$ cat config.mk
export PLATFORM = sky130hd
export DESIGN_NAME = imem_loader_flat
export DESIGN_NICKNAME = d
export VERILOG_FILES = /design/src/rtl/imem_loader_if.sv /design/src/rtl/imem_loader.sv /design/src/flat_wrapper.sv
export SDC_FILE = /design/constraint.sdc
export NUM_CORES = 1
export LEC_CHECK = 0
export BUFFER_PORTS_ARGS = -buffer_cell sky130_fd_sc_hd__buf_2
export CORE_MARGIN = 1.5
export CORE_UTILIZATION = 57
export CTS_CLUSTER_DIAMETER = 150
export CTS_CLUSTER_SIZE = 25
export DETAILED_ROUTE_END_ITERATION = 7
export PLACE_DENSITY = 0.8
export RECOVER_POWER = 100
export SYNTH_ARGS = -nofsm -noshare
export SYNTH_HDL_FRONTEND = slang
export SYNTH_SLANG_ARGS = --single-unit
$ cat constraint.sdc
create_clock -name clk -period 2.6 [get_ports clk]
set_clock_uncertainty 0.2 [all_clocks]
set_input_delay 0.26 -clock clk [delete_from_list [all_inputs] [get_ports clk]]
set_output_delay 0.26 -clock clk [all_outputs]
set_load 0.02 [all_outputs]
$ cat src/rtl/imem_loader_if.sv
// Byte-stream input and instruction-memory write bundle for the boot loader.
// slave is the loader side; master is the byte source / memory side.
interface imem_loader_if;
    logic [7:0]  in_data;
    logic        in_valid;
    logic        in_ready;
    logic        imem_we;
    logic [31:0] imem_addr;
    logic [31:0] imem_wdata;

    modport slave (
        input  in_data,
        input  in_valid,
        output in_ready,
        output imem_we,
        output imem_addr,
        output imem_wdata
    );

    modport master (
        output in_data,
        output in_valid,
        input  in_ready,
        input  imem_we,
        input  imem_addr,
        input  imem_wdata
    );
endinterface

$ cat src/rtl/imem_loader.sv
// Boot loader: count + big-endian bytes -> 32-bit imem writes, then releases cpu_rst.
// 4 accept cycles + 1 write cycle per word; in_ready drops in WRITE/DONE/ERR so the sender holds its byte.
module imem_loader #(
    parameter int DEPTH = 64
) (
    input  logic           clk,
    input  logic           rst,
    imem_loader_if.slave   bus,
    output logic           cpu_rst,
    output logic           done,
    output logic           err
);

    typedef enum logic [2:0] {
        S_CNT_HI = 3'd0,
        S_CNT_LO = 3'd1,
        S_DATA   = 3'd2,
        S_WRITE  = 3'd3,
        S_DONE   = 3'd4,
        S_ERR    = 3'd5
    } state_t;

    // One extra bit so any 16-bit count compares cleanly against DEPTH.
    localparam logic [16:0] DEPTH_W = 17'(DEPTH);

    state_t      state_q, state_d;
    logic [15:0] cnt_q,   cnt_d;
    logic [15:0] idx_q,   idx_d;
    logic [1:0]  byte_q,  byte_d;
    logic [23:0] word_q,  word_d;
    logic [31:0] addr_q,  addr_d;
    logic [31:0] wdata_q, wdata_d;

    logic        accept;
    logic [15:0] cnt_full;
    logic        last_word;

    assign accept    = bus.in_valid && bus.in_ready;
    assign cnt_full  = {cnt_q[15:8], bus.in_data};
    assign last_word = (idx_q + 16'd1) == cnt_q;

    // ---------------------------------------------------------------
    // State register
    // ---------------------------------------------------------------
    always_ff @(posedge clk or negedge rst) begin
        if (!rst) begin
            state_q <= S_CNT_HI;
        end else begin
            state_q <= state_d;
        end
    end

    // ---------------------------------------------------------------
    // Next-state logic
    // ---------------------------------------------------------------
    always_comb begin
        state_d = state_q;
        case (state_q)
            S_CNT_HI: begin
                if (accept) state_d = S_CNT_LO;
            end
            S_CNT_LO: begin
                if (accept) begin
                    if (cnt_full == 16'd0) begin
                        state_d = S_DONE;
                    end else if ({1'b0, cnt_full} > DEPTH_W) begin
                        state_d = S_ERR;
                    end else begin
                        state_d = S_DATA;
                    end
                end
            end
            S_DATA: begin
                if (accept && (byte_q == 2'd3)) state_d = S_WRITE;
            end
            S_WRITE: begin
                state_d = last_word ? S_DONE : S_DATA;
            end
            S_DONE:  state_d = S_DONE;
            S_ERR:   state_d = S_ERR;
            default: state_d = S_CNT_HI;
        endcase
    end

    // ---------------------------------------------------------------
    // Output logic
    // ---------------------------------------------------------------
    always_comb begin
        bus.in_ready = rst && ((state_q == S_CNT_HI) ||
                               (state_q == S_CNT_LO) ||
                               (state_q == S_DATA));
        bus.imem_we  = (state_q == S_WRITE);
        done         = (state_q == S_DONE);
        cpu_rst      = (state_q == S_DONE);
        err          = (state_q == S_ERR);
    end

    assign bus.imem_addr  = addr_q;
    assign bus.imem_wdata = wdata_q;

    // ---------------------------------------------------------------
    // Datapath: count, word index, byte packing, write address/data
    // ---------------------------------------------------------------
    always_comb begin
        cnt_d   = cnt_q;
        idx_d   = idx_q;
        byte_d  = byte_q;
        word_d  = word_q;
        addr_d  = addr_q;
        wdata_d = wdata_q;
        case (state_q)
            S_CNT_HI: begin
                if (accept) cnt_d[15:8] = bus.in_data;
            end
            S_CNT_LO: begin
                if (accept) begin
                    cnt_d[7:0] = bus.in_data;
                    idx_d      = 16'd0;
                    byte_d     = 2'd0;
                end
            end
            S_DATA: begin
                if (accept) begin
                    byte_d = 2'(byte_q + 2'd1);
                    word_d = {word_q[15:0], bus.in_data};
                    // The 4th byte goes straight into the write register, so
                    // only three bytes ever need holding.
                    if (byte_q == 2'd3) begin
                        addr_d  = {14'd0, idx_q, 2'b00};
                        wdata_d = {word_q, bus.in_data};
                    end
                end
            end
            S_WRITE: begin
                idx_d = idx_q + 16'd1;
            end
            default: begin
            end
        endcase
    end

    always_ff @(posedge clk or negedge rst) begin
        if (!rst) begin
            cnt_q   <= 16'd0;
            idx_q   <= 16'd0;
            byte_q  <= 2'd0;
            word_q  <= 24'd0;
            addr_q  <= 32'd0;
            wdata_q <= 32'd0;
        end else begin
            cnt_q   <= cnt_d;
            idx_q   <= idx_d;
            byte_q  <= byte_d;
            word_q  <= word_d;
            addr_q  <= addr_d;
            wdata_q <= wdata_d;
        end
    end

endmodule

$ cat src/flat_wrapper.sv
// flat-port wrapper written by rule: the top's interface ports become plain ports
module imem_loader_flat 
#(
    parameter int DEPTH = 64
)
  (clk, rst, cpu_rst, done, err, bus_in_data, bus_in_valid, bus_in_ready, bus_imem_we, bus_imem_addr, bus_imem_wdata);
  imem_loader_if bus_i ();
  input  logic clk;
  input  logic rst;
  output logic cpu_rst;
  output logic done;
  output logic err;
  input wire logic [$bits(bus_i.in_data)-1:0] bus_in_data;
  input wire logic [$bits(bus_i.in_valid)-1:0] bus_in_valid;
  output wire logic [$bits(bus_i.in_ready)-1:0] bus_in_ready;
  output wire logic [$bits(bus_i.imem_we)-1:0] bus_imem_we;
  output wire logic [$bits(bus_i.imem_addr)-1:0] bus_imem_addr;
  output wire logic [$bits(bus_i.imem_wdata)-1:0] bus_imem_wdata;
  assign bus_i.in_data = bus_in_data;
  assign bus_i.in_valid = bus_in_valid;
  assign bus_in_ready = bus_i.in_ready;
  assign bus_imem_we = bus_i.imem_we;
  assign bus_imem_addr = bus_i.imem_addr;
  assign bus_imem_wdata = bus_i.imem_wdata;
  imem_loader #(.DEPTH(DEPTH)) u_core (.clk(clk), .rst(rst), .bus(bus_i), .cpu_rst(cpu_rst), .done(done), .err(err));
endmodule
==> results.json <==
{
  "ir_worst_vdd_mv": 0.503,
  "cts_buffers": 9,
  "avgSynthCellArea_um2": 11.6,
  "final_cells": 630,
  "max-clock-path-buffers": 2,
  "htreeDepth": 3,
  "hold_viol": 0,
  "min_period_over_period": 0.932,
  "grt_usage": 0.252,
  "finalSetupViolCount": 0,
  "status": "finished, final reports clean",
  "vias": 3614,
  "final_cell_mix": "108 x dfrtp_1, 78 x mux2_2, 52 x clkbuf_1",
  "antennaDiodeCount": 0,
  "synth-edff-count": 0,
  "gp_congestion": 0.933,
  "slowest_delay_ns": 0.49,
  "yosysWarningCount": 0,
  "hp-class": "input pin to flip-flop",
  "worst_pin_slew_ns": 0.964,
  "p_per_area_nw_per_um2": 818,
  "hpwl_um": 8000,
  "path_clk_slew_ns": 0.11,
  "drtIter0Drc": 199,
  "synth_top_area_cell": "dfrtp_1",
  "initial_core_util": 0.590,
  "wl_per_cell_um": 17.7,
  "drive_above_1_share": 0.266,
  "first_pass_iters": 4,
  "cpMostUsedCell": "a2111oi_2",
  "io_pins": 80,
  "mostFrequentLayoutCell": "dfrtp_1",
  "syn-cell-area_um2": 5140,
  "postRouteAntennaNets": 0,
  "cts_sinks": 109,
  "cp-end-kind": "flip-flop",
  "core-area_um2": 8720,
  "cts_tree": "done",
  "critical_path_class": "flip-flop to flip-flop",
  "nets": 530,
  "io_buffers": 63,
  "period_minus_slack_ns": 2.42,
  "root_buffer": "clkbuf_8",
  "p_leak_nw": 2.72,
  "rsz0062_at_grt": "no",
  "synthCells": 443,
  "setup_ws_ns": 0.178,
  "relSlewSlack": 0.357,
  "clock_latency_ns": 0.38,
  "place_ws_ns": 0.0754,
  "synth_top_area_share": 0.530,
  "ys.flop_type": "dfrtp_1",
  "routed_wl_um": 11200,
  "cp-start-kind": "flip-flop",
  "cp_cell_sequence": "buf_4 > xor2_1 > mux2i_1 > a2111oi_2 > nand4_1 > a2111oi_2 > a221o_1",
  "postSynth.asyncResetShare": 1.00,
  "r2r_setup_slack_ns": 0.18,
  "drv_slew": 0,
  "grt_pass1_vias": 3731,
  "areaGrowthSynthToFinish_pct": 12.7,
  "whs_ns": 0.111,
  "critPathSlowestCell": "dfrtp_1",
  "fmax_mhz": 413,
  "overflow": 0,
  "fin_setup_tns_ns": 0,
  "synthTopCellsByArea": "dfrtp_1 53%, mux2_2 17%, nand2_1 3.3%, buf_4 3.2%, o21ai_0 2.5%",
  "fillers": 690,
  "crit_arrival_ns": 2.54,
  "die-height_um": 98.0,
  "dp.cells": 605,
  "viasPerCell": 5.74,
  "synth.distinct_cells": 47,
  "max_cap_viol_count": 0,
  "cp.required_ns": 2.72,
  "seq_area_frac_synth": 0.530,
  "finalPower_mw": 4.74,
  "antenna_found_initial": 0,
  "ys_ff_latch": 109,
  "rows": 34,
  "die_w_um": 98.0,
  "grt_max_degree": 72,
  "grt_pass1_wl_um": 19100,
  "post-route-drc-count": 0,
  "die-area_um2": 9600,
  "crit_fanout": 8
}
==> critical path: cells and delay by family, from the launching register on <==
kind,cells,cell delay [ns]
flops,1,0.49
simple gates,1,0.15
buf+inv,1,0.21
compound gates,3,1.04
xor+xnor,1,0.15
mux,1,0.12
==> worst paths after layout <==
kind,start,endpoint,cells after the start
max,u_core.idx_q[3],u_core.state_q[2],7
min,bus_in_valid,u_core.state_q[0],3
max reg2reg,u_core.idx_q[3],u_core.state_q[2],7
min reg2reg,u_core.bus.imem_addr[13],u_core.bus.imem_addr[13],2
max in group asynchronous,rst,u_core.idx_q[4],4
min in group asynchronous,rst,u_core.cnt_q[10],3
==> layout make-up <==
cell class	count	area, µm²	area share
clock inverters	7	85.1	0.0147
flip-flops and latches	109	2730	0.471
multi-input cells	300	2220	0.383
clock buffers	9	124	0.0214
well taps	108	135	0.0233
repair buffers	91	484	0.0835
inverters	6	22.5	0.00388
==> metrics by stage <==
step            util  instance area [µm²]
6_report       0.665                 5800
5_1_grt        0.665                 5800
4_1_cts        0.672                 5860
3_5_place_dp   0.638                 5560
3_3_place_gp   0.638                 5560
2_1_floorplan      -                 5200
==> kinds of logic (layout without fill, tap and decap cells) <==
family | after synthesis | count (layout) | share of synthesized area
buf+inv | 49 | 113 | 0.0528
other cells | 1 | 16 | 0.000729
xor+xnor | 18 | 18 | 0.0333
mux | 83 | 83 | 0.181
compound gates | 58 | 58 | 0.0723
simple gates | 123 | 123 | 0.125
fa+ha+maj | 2 | 2 | 0.00487
flops | 109 | 109 | 0.530
==> cells in the mapped netlist, types with 5 or more instances <==
cell type / count
nand3_1: 11
clkbuf_1: 13
inv_1: 5
xor2_1: 5
dfrtp_1: 109
o21ai_0: 26
nor4_1: 6
buf_4: 22
nand2_1: 45
nand2b_1: 5
a21oi_1: 9
mux2i_1: 5
nand4_1: 12
nor2_1: 16
xnor2_1: 12
mux2_2: 78
==> registers in the layout, indices dropped and copies added, names as in the netlist <==
register,count
u_core.bus.imem_wdata,32
u_core.bus.imem_addr,16
u_core.word_q,24
u_core.idx_q,16
u_core.state_q,3
u_core.cnt_q,16
u_core.byte_q,2
==> power breakdown <==
| part | internal (mW) | total (mW) | leakage [nW] | switching (mW) |
|---|---|---|---|---|
| logic | 0.577 | 1.21 | 1.17 | 0.632 |
| clock network | 0.393 | 1.06 | 0.106 | 0.665 |
| registers | 2.11 | 2.48 | 1.45 | 0.367 |
==> timing repair <==
action,CTS,global route
setup endpoints to repair,0,3
hold buffers,9,0
hold endpoints to repair,52,0
gates resized for setup,0,6
setup buffers,0,0
==> routing by layer <==
layer	track usage	up-vias	wire length, µm
li1	-	1676	-
met1	0.350	1812	5010
met2	0.410	109	5440
met3	0.0344	17	520
met4	0.0846	0	212
met5	0	-	0
Power figures use the tool's default switching activity.
